$ cat src/rtl/wb_arbiter_2to1_pkg.sv
// Shared types and constants for the 2:1 Wishbone arbiter.
package wb_arbiter_pkg;

  typedef enum logic [1:0] {
    IDLE        = 2'd0,
    GRANT_FETCH = 2'd1,
    GRANT_MEM   = 2'd2
  } wb_arb_state_e;

  localparam logic OWNER_FETCH = 1'b0;
  localparam logic OWNER_MEM   = 1'b1;

  // One-hot owner vector for a state: bit0 = fetch, bit1 = mem.
  function automatic logic [1:0] state_to_grant(wb_arb_state_e s);
    state_to_grant = {s == GRANT_MEM, s == GRANT_FETCH};
  endfunction

endpackage

$ cat src/rtl/wb_arbiter_2to1_if.sv
// Classic single-beat Wishbone bundle; master drives the request, slave the response.
interface wb_if #(
  parameter int ADDR_WIDTH = 32,
  parameter int DATA_WIDTH = 32
);
  localparam int SEL_WIDTH = DATA_WIDTH / 8;

  logic                  cyc;
  logic                  stb;
  logic                  we;
  logic [ADDR_WIDTH-1:0] adr;
  logic [SEL_WIDTH-1:0]  sel;
  logic [DATA_WIDTH-1:0] dat_mosi;
  logic                  ack;
  logic                  err;
  logic [DATA_WIDTH-1:0] dat_miso;

  modport master (
    output cyc, stb, we, adr, sel, dat_mosi,
    input  ack, err, dat_miso
  );

  modport slave (
    input  cyc, stb, we, adr, sel, dat_mosi,
    output ack, err, dat_miso
  );
endinterface

$ cat src/rtl/wb_arbiter_2to1_timeout.sv
// Per-access watchdog: counts stalled strobe cycles, flags when LIMIT is reached.
module wb_timeout_counter #(
  parameter int LIMIT = 255
) (
  input  logic clk,
  input  logic rst,
  input  logic clear,
  input  logic count_en,
  output logic expired
);

  if (LIMIT == 0) begin : g_off
    // Watchdog disabled: never expires.
    logic unused_in;
    assign unused_in = ^{clk, rst, clear, count_en};
    assign expired   = 1'b0;
  end else begin : g_on
    localparam int             CW  = $clog2(LIMIT + 1);
    localparam logic [CW-1:0]  LIM = CW'(LIMIT);

    logic [CW-1:0] cnt_q, cnt_d;

    assign expired = (cnt_q == LIM);

    // Saturating count; clears on request or once the limit has fired.
    always_comb begin
      cnt_d = cnt_q;
      if (clear || expired)
        cnt_d = '0;
      else if (count_en && (cnt_q != LIM))
        cnt_d = cnt_q + CW'(1);
    end

    // Counter register.
    always_ff @(posedge clk) begin
      if (rst) cnt_q <= '0;
      else     cnt_q <= cnt_d;
    end
  end

endmodule

$ cat src/rtl/wb_arbiter_2to1.sv
// Round-robin 2:1 Wishbone arbiter (fetch vs. mem) with cycle-locked ownership
// and a watchdog that turns a hung slave into an err to the owner.
module wb_arbiter_2to1
  import wb_arbiter_pkg::*;
#(
  parameter int ADDR_WIDTH     = 32,
  parameter int DATA_WIDTH     = 32,
  parameter int TIMEOUT_CYCLES = 255
) (
  input  logic       clk,
  input  logic       rst,
  wb_if.slave        fetch,
  wb_if.slave        mem,
  wb_if.master       bus,
  output logic [1:0] grant
);

  localparam int SEL_WIDTH = DATA_WIDTH / 8;

  wb_arb_state_e state_q, state_d;
  logic          last_owner_q, last_owner_d;

  logic                  own_cyc, own_stb, own_we;
  logic [ADDR_WIDTH-1:0] own_adr;
  logic [SEL_WIDTH-1:0]  own_sel;
  logic [DATA_WIDTH-1:0] own_dat;
  logic                  expired;
  logic                  rsp_ack, rsp_err;
  logic [DATA_WIDTH-1:0] rsp_dat;

  // Next-state: round-robin from IDLE, hold while owner cyc, direct handover.
  always_comb begin
    state_d      = state_q;
    last_owner_d = last_owner_q;
    unique case (state_q)
      IDLE: begin
        if (fetch.cyc && mem.cyc)
          state_d = (last_owner_q == OWNER_MEM) ? GRANT_FETCH : GRANT_MEM;
        else if (fetch.cyc)
          state_d = GRANT_FETCH;
        else if (mem.cyc)
          state_d = GRANT_MEM;
      end
      GRANT_FETCH: if (!fetch.cyc) state_d = mem.cyc   ? GRANT_MEM   : IDLE;
      GRANT_MEM:   if (!mem.cyc)   state_d = fetch.cyc ? GRANT_FETCH : IDLE;
      default:     state_d = IDLE;
    endcase
    if (state_d != state_q) begin
      if (state_d == GRANT_FETCH) last_owner_d = OWNER_FETCH;
      if (state_d == GRANT_MEM)   last_owner_d = OWNER_MEM;
    end
  end

  // FSM and last-owner registers; fetch wins the first contended grant.
  always_ff @(posedge clk) begin
    if (rst) begin
      state_q      <= IDLE;
      last_owner_q <= OWNER_MEM;
    end else begin
      state_q      <= state_d;
      last_owner_q <= last_owner_d;
    end
  end

  // Select the owner's request; everything is zero in IDLE.
  always_comb begin
    own_cyc = 1'b0;
    own_stb = 1'b0;
    own_we  = 1'b0;
    own_adr = '0;
    own_sel = '0;
    own_dat = '0;
    unique case (state_q)
      GRANT_FETCH: begin
        own_cyc = fetch.cyc;
        own_stb = fetch.stb;
        own_we  = fetch.we;
        own_adr = fetch.adr;
        own_sel = fetch.sel;
        own_dat = fetch.dat_mosi;
      end
      GRANT_MEM: begin
        own_cyc = mem.cyc;
        own_stb = mem.stb;
        own_we  = mem.we;
        own_adr = mem.adr;
        own_sel = mem.sel;
        own_dat = mem.dat_mosi;
      end
      default: ;
    endcase
  end

  // Watchdog: restarts on state change, on any response, or when strobe drops.
  wb_timeout_counter #(.LIMIT(TIMEOUT_CYCLES)) u_wdog (
    .clk      (clk),
    .rst      (rst),
    .clear    ((state_d != state_q) || !own_stb || bus.ack || bus.err),
    .count_en (own_stb && !bus.ack && !bus.err),
    .expired  (expired)
  );

  // On expiry the access is pulled off the bus so the slave sees it abandoned.
  assign bus.cyc      = own_cyc && !expired;
  assign bus.stb      = own_stb && !expired;
  assign bus.we       = own_we;
  assign bus.adr      = own_adr;
  assign bus.sel      = own_sel;
  assign bus.dat_mosi = own_dat;

  // Response back to the owner; a real ack beats a simultaneous timeout.
  assign rsp_ack = (state_q != IDLE) && bus.ack;
  assign rsp_err = (state_q != IDLE) && (bus.err || (expired && !bus.ack));
  assign rsp_dat = (state_q != IDLE) ? bus.dat_miso : '0;

  assign fetch.ack      = (state_q == GRANT_FETCH) && rsp_ack;
  assign fetch.err      = (state_q == GRANT_FETCH) && rsp_err;
  assign fetch.dat_miso = (state_q == GRANT_FETCH) ? rsp_dat : '0;
  assign mem.ack        = (state_q == GRANT_MEM) && rsp_ack;
  assign mem.err        = (state_q == GRANT_MEM) && rsp_err;
  assign mem.dat_miso   = (state_q == GRANT_MEM) ? rsp_dat : '0;

  assign grant = state_to_grant(state_q);

endmodule
$ cat src/flat_wrapper.sv
// flat-port wrapper written by rule: the top's interface ports become plain ports
module wb_arbiter_2to1_flat import wb_arbiter_pkg::*;
#(
  parameter int ADDR_WIDTH     = 32,
  parameter int DATA_WIDTH     = 32,
  parameter int TIMEOUT_CYCLES = 255
)
  (clk, rst, grant, fetch_cyc, fetch_stb, fetch_we, fetch_adr, fetch_sel, fetch_dat_mosi, fetch_ack, fetch_err, fetch_dat_miso, mem_cyc, mem_stb, mem_we, mem_adr, mem_sel, mem_dat_mosi, mem_ack, mem_err, mem_dat_miso, bus_cyc, bus_stb, bus_we, bus_adr, bus_sel, bus_dat_mosi, bus_ack, bus_err, bus_dat_miso);
  wb_if #(.ADDR_WIDTH(ADDR_WIDTH), .DATA_WIDTH(DATA_WIDTH)) fetch_i ();
  wb_if #(.ADDR_WIDTH(ADDR_WIDTH), .DATA_WIDTH(DATA_WIDTH)) mem_i ();
  wb_if #(.ADDR_WIDTH(ADDR_WIDTH), .DATA_WIDTH(DATA_WIDTH)) bus_i ();
  input  logic clk;
  input  logic rst;
  output logic [1:0] grant;
  input wire logic [$bits(fetch_i.cyc)-1:0] fetch_cyc;
  input wire logic [$bits(fetch_i.stb)-1:0] fetch_stb;
  input wire logic [$bits(fetch_i.we)-1:0] fetch_we;
  input wire logic [$bits(fetch_i.adr)-1:0] fetch_adr;
  input wire logic [$bits(fetch_i.sel)-1:0] fetch_sel;
  input wire logic [$bits(fetch_i.dat_mosi)-1:0] fetch_dat_mosi;
  output wire logic [$bits(fetch_i.ack)-1:0] fetch_ack;
  output wire logic [$bits(fetch_i.err)-1:0] fetch_err;
  output wire logic [$bits(fetch_i.dat_miso)-1:0] fetch_dat_miso;
  input wire logic [$bits(mem_i.cyc)-1:0] mem_cyc;
  input wire logic [$bits(mem_i.stb)-1:0] mem_stb;
  input wire logic [$bits(mem_i.we)-1:0] mem_we;
  input wire logic [$bits(mem_i.adr)-1:0] mem_adr;
  input wire logic [$bits(mem_i.sel)-1:0] mem_sel;
  input wire logic [$bits(mem_i.dat_mosi)-1:0] mem_dat_mosi;
  output wire logic [$bits(mem_i.ack)-1:0] mem_ack;
  output wire logic [$bits(mem_i.err)-1:0] mem_err;
  output wire logic [$bits(mem_i.dat_miso)-1:0] mem_dat_miso;
  output wire logic [$bits(bus_i.cyc)-1:0] bus_cyc;
  output wire logic [$bits(bus_i.stb)-1:0] bus_stb;
  output wire logic [$bits(bus_i.we)-1:0] bus_we;
  output wire logic [$bits(bus_i.adr)-1:0] bus_adr;
  output wire logic [$bits(bus_i.sel)-1:0] bus_sel;
  output wire logic [$bits(bus_i.dat_mosi)-1:0] bus_dat_mosi;
  input wire logic [$bits(bus_i.ack)-1:0] bus_ack;
  input wire logic [$bits(bus_i.err)-1:0] bus_err;
  input wire logic [$bits(bus_i.dat_miso)-1:0] bus_dat_miso;
  assign fetch_i.cyc = fetch_cyc;
  assign fetch_i.stb = fetch_stb;
  assign fetch_i.we = fetch_we;
  assign fetch_i.adr = fetch_adr;
  assign fetch_i.sel = fetch_sel;
  assign fetch_i.dat_mosi = fetch_dat_mosi;
  assign fetch_ack = fetch_i.ack;
  assign fetch_err = fetch_i.err;
  assign fetch_dat_miso = fetch_i.dat_miso;
  assign mem_i.cyc = mem_cyc;
  assign mem_i.stb = mem_stb;
  assign mem_i.we = mem_we;
  assign mem_i.adr = mem_adr;
  assign mem_i.sel = mem_sel;
  assign mem_i.dat_mosi = mem_dat_mosi;
  assign mem_ack = mem_i.ack;
  assign mem_err = mem_i.err;
  assign mem_dat_miso = mem_i.dat_miso;
  assign bus_cyc = bus_i.cyc;
  assign bus_stb = bus_i.stb;
  assign bus_we = bus_i.we;
  assign bus_adr = bus_i.adr;
  assign bus_sel = bus_i.sel;
  assign bus_dat_mosi = bus_i.dat_mosi;
  assign bus_i.ack = bus_ack;
  assign bus_i.err = bus_err;
  assign bus_i.dat_miso = bus_dat_miso;
  wb_arbiter_2to1 #(.ADDR_WIDTH(ADDR_WIDTH), .DATA_WIDTH(DATA_WIDTH), .TIMEOUT_CYCLES(TIMEOUT_CYCLES)) u_core (.clk(clk), .rst(rst), .fetch(fetch_i), .mem(mem_i), .bus(bus_i), .grant(grant));
endmodule
$ cat config.mk
export PLATFORM = sky130hd
export DESIGN_NAME = wb_arbiter_2to1_flat
export DESIGN_NICKNAME = d
export VERILOG_FILES = /design/src/rtl/wb_arbiter_2to1_pkg.sv /design/src/rtl/wb_arbiter_2to1_if.sv /design/src/rtl/wb_arbiter_2to1_timeout.sv /design/src/rtl/wb_arbiter_2to1.sv /design/src/flat_wrapper.sv
export SDC_FILE = /design/constraint.sdc
export NUM_CORES = 1
export LEC_CHECK = 0
export CAP_MARGIN = 20
export CELL_PAD_IN_SITES_DETAIL_PLACEMENT = 0
export CELL_PAD_IN_SITES_GLOBAL_PLACEMENT = 1
export CORE_MARGIN = 10
export CORE_UTILIZATION = 13
export DETAILED_ROUTE_END_ITERATION = 7
export PLACE_DENSITY_LB_ADDON = 0.1
export SETUP_SLACK_MARGIN = 0.02
export SLEW_MARGIN = 40
export SYNTH_ARGS = -nofsm -noshare
export SYNTH_HDL_FRONTEND = slang
export SYNTH_SLANG_ARGS = --single-unit
$ cat constraint.sdc
create_clock -name clk -period 2.16 [get_ports clk]
set_clock_uncertainty 0.15 [all_clocks]
set_input_delay 0.324 -clock clk [delete_from_list [all_inputs] [get_ports clk]]
set_output_delay 0.324 -clock clk [all_outputs]
set_load 0.02 [all_outputs]
==> results of run 1 <==
[timing repair]
action / in CTS / in global routing
endpoints found under the setup margin: 146 / 123
cloned: 4 / 4
pin swaps: 3 / 9
buffers inserted: 4 / 4
endpoints found under the hold margin: 0 / 0
resized for setup: 507 / 131
[worst register-to-register path: stages, from the launching register on]
cell and delay, ns:
dfxtp_2 0.31, buf_4 0.14, buf_4 0.14, ha_1 0.27
nand2b_4 0.18, a21oi_2 0.13, a21oi_2 0.06, ha_1 0.31
a21oi_2 0.12, mux2i_1 0.18
[state kept, by name (all words and copies together) (netlist names)]
name,count
u_core.u_wdog.g_on.cnt_q,8
u_core.state_q,2
u_core.last_owner_q,1
[routing by layer]
layer	track usage (%)	up-vias	share of wire [%]
met5	0	-	0.077
met4	2.41	4	0.89
met3	4.80	16	9.6
met2	26.2	202	53
met1	13.3	1752	36
li1	-	1827	-
[metrics by stage]
step	instances	setup WS, ns	hold WS (ns)	util (%)
CTS	885	-0.0826	0.381	37.2
detailed placement	873	-0.348	0.361	36.5
global route	893	-0.0476	0.408	37.6
floorplan	327	0.0135	0.246	-
global placement	873	-0.304	0.351	36.5
finish	894	0.0308	0.370	37.7
[cell type report]
type                       instances  area (um^2)  share of cell area (%)
timing repair buffer             372         3280                    52.1
tap                              220          275                    4.38
inverter                           4         17.5                   0.279
multi-input combinational        282         2410                    38.4
sequential                        11          225                    3.58
antenna                            1         2.50                  0.0398
clock buffer                       4         78.8                    1.25
[synthesized netlist by cell type (all sizes together)]
cell type / number / share of area [%]
a21oi: 7 / 1.6
nand3b: 1 / 0.34
a22oi: 71 / 24
clkbuf: 26 / 4.4
o31ai: 1 / 0.56
nor2b: 72 / 20
nand4: 1 / 0.96
inv: 4 / 0.67
nor3: 2 / 0.45
nand2b: 4 / 1.1
mux2i: 1 / 0.45
o221ai: 1 / 0.39
xor2: 3 / 1.2
nor2: 17 / 2.9
nand2: 9 / 1.5
nor3b: 2 / 0.67
ha: 7 / 3.9
buf: 4 / 0.79
and3: 1 / 0.28
nand3: 4 / 0.90
and2: 67 / 19
o21bai: 1 / 0.34
xnor2: 3 / 1.2
o21ai: 4 / 0.90
a2bb2oi: 1 / 0.67
dfxtp: 11 / 9.9
a21boi: 2 / 1.0
[report_power, final]
| part | internal, mW | switching, mW | leakage, nW | total, mW |
|---|---|---|---|---|
| registers | 0.221 | 0.0141 | 0.0902 | 0.235 |
| logic | 1.56 | 1.42 | 2.46 | 2.98 |
| clock network | 0.248 | 0.0933 | 0.0382 | 0.341 |
| total | 2.03 | 1.52 | 2.59 | 3.56 |
[path summary, 6_finish.rpt]
check	from	end	slack, ns
max	u_core.state_q[0]$_SDFF_PP0_	fetch_dat_miso[24]	0.03
min	u_core.u_wdog.g_on.cnt_q[0]$_SDFFE_PP0P_	u_core.u_wdog.g_on.cnt_q[0]$_SDFFE_PP0P_	0.37
max reg2reg	u_core.state_q[0]$_SDFF_PP0_	u_core.last_owner_q$_SDFFE_PP1P_	0.09
min reg2reg	u_core.u_wdog.g_on.cnt_q[0]$_SDFFE_PP0P_	u_core.u_wdog.g_on.cnt_q[0]$_SDFFE_PP0P_	0.37
[kinds of logic (layout without fill, tap and decap cells)]
kind of cell             count (synthesis)  after routing  synth area share [%]
XOR/XNOR                                 6              6                  2.36
adder cells (fa/ha/maj)                  7              7                  3.93
buffers and inverters                   34            380                  5.84
AO/OA/AOI/OAI                           88             88                  29.4
flip-flops                              11             11                  9.89
multiplexers                             1              1                 0.449
other                                    0              1                     0
AND/OR/NAND/NOR                        180            180                  48.1
==> summary.md, run 1 <==
| Metric | Value |
|---|---|
| Outcome | finished clean |
| Register clock-pin slew on the reported worst setup and hold paths | 0.04 ns |
| Antenna Nets Post-Route | 0 |
| Total track usage | 13.4% |
| Final GP Congestion | 0.805 |
| GR Overflow Total | 0 |
| 1st-iter DRT viols | 79 |
| # rows | 47 |
| Number of CTS-inserted buffers | 3 |
| Global-route wire length before repair | 23900 um |
| Levels on crit path | 6 |
| FF-to-FF path depth | 9 |
| Clock Tree Buf Depth | 2 |
| Number of synthesized register bits | 11 |
| P_leak | 2.59 nW |
| Syn_nets | 512 |
| Fill cells | roughly 1700 |
| H-tree depth | 1 |
| Max Transition Viols Final | 0 |
| Die Span Y | 151 um |
| Core region area | 0.0167 mm^2 |
| Worst-margin pin slew | around 0.33 ns |
| Worst Hold Class | flip-flop to flip-flop |
| Initial antenna violation count | 2 |
| Tmin final | between 2 and 2.5 ns |
| CP startpoint kind | flip-flop |
| TritonCTS Sinks | 11 |
| Drt wl/cell | 20.2 um |
| Most frequent cells in the layout | clkdlybuf4s50_1 (176), buf_2 (99), buf_4 (69) |
| Share of cells above drive strength 1 | 50.2% |
| Buf+Inv Stages, Crit Path | 3 |
| Syn Std Cell Area | 0.00223 mm^2 |
| Initial Utilization | 13.3% |
| Slowest library cell on the worst path | dfxtp_2 |
| Largest net degree at the start of global routing | 34 |
| Area Growth Syn to Fin | 182% |
| RSZ-0062 raised after global routing | yes |
| Instance count of the mapped netlist | 327 |
| Setup TNS | 0 ns |
| Average cell area after synthesis | 6.81 um^2 |
| Library cells used by synthesis | 28 |
| Nets | 859 |
| VDD IR max | 0.244 mV |
| Synth warn | 0 |
| Post-route cell area | 0.00629 mm^2 |
| Final period utilization | between 90 and 100% |
| Endpoint class of the critical path | primary output |
| TritonRoute pass-1 iters | 4 |
| Critical path arrival | 1.66 ns |
| # IOs | about 320 |
| Worst-Skew Late Latency | ~0.24 ns |
| CTS tree | done |
| CP max stage delay | 0.32 ns |
| Slew HR | between 70% and 80% |
| Max_cap viols | 0 |
| Drt drc | 0 |
| Peak fanout along the critical path | 17 |
| Max Fclk | 470 MHz |
| IO buf count | 318 |
| Detailed Route WL | 18100 um |
| Kind of critical path | flip-flop to primary output |
| Hold Buf Count CTS | 0 |
| Hold path depth | 2 |
| Clk root buf | clkbuf_16 |
| Vias per cell | approximately 4.3 |
| Worst path required time | 1.69 ns |
| Part of the Yosys area used for sequential elements | 9.89% |
| Most common cell after layout, fill and taps aside | clkdlybuf4s50_1 |
| Final setup vio count | 0 |
| HPWL after DPL | 14100 um |
| Pwr Density | 565 mW/mm^2 |
| Placed Area | 0.00609 mm^2 |
| Worst-path cell chain | buf_4 -> ha_2 -> nor2b_4 -> buf_12 -> and2_1 -> clkdlybuf4s15_2 |
| Power Total | ~3.6 mW |
| DIE AREA | approximately 0.023 mm^2 |
| Vias in the first global route | 4020 |
| Die Width | 151 um |
| Final hold vios | 0 |
| Via count | 3801 |
| Kind of cell adding the most delay to the critical path | buffers and inverters |
(Power assumes the default switching activity.)
==> run 2: changes to the inputs <==
SLEW_MARGIN = 20   (was 40)
==> results of run 2 <==
No change in the layout: final DEF, timing and power equal those of run 1.
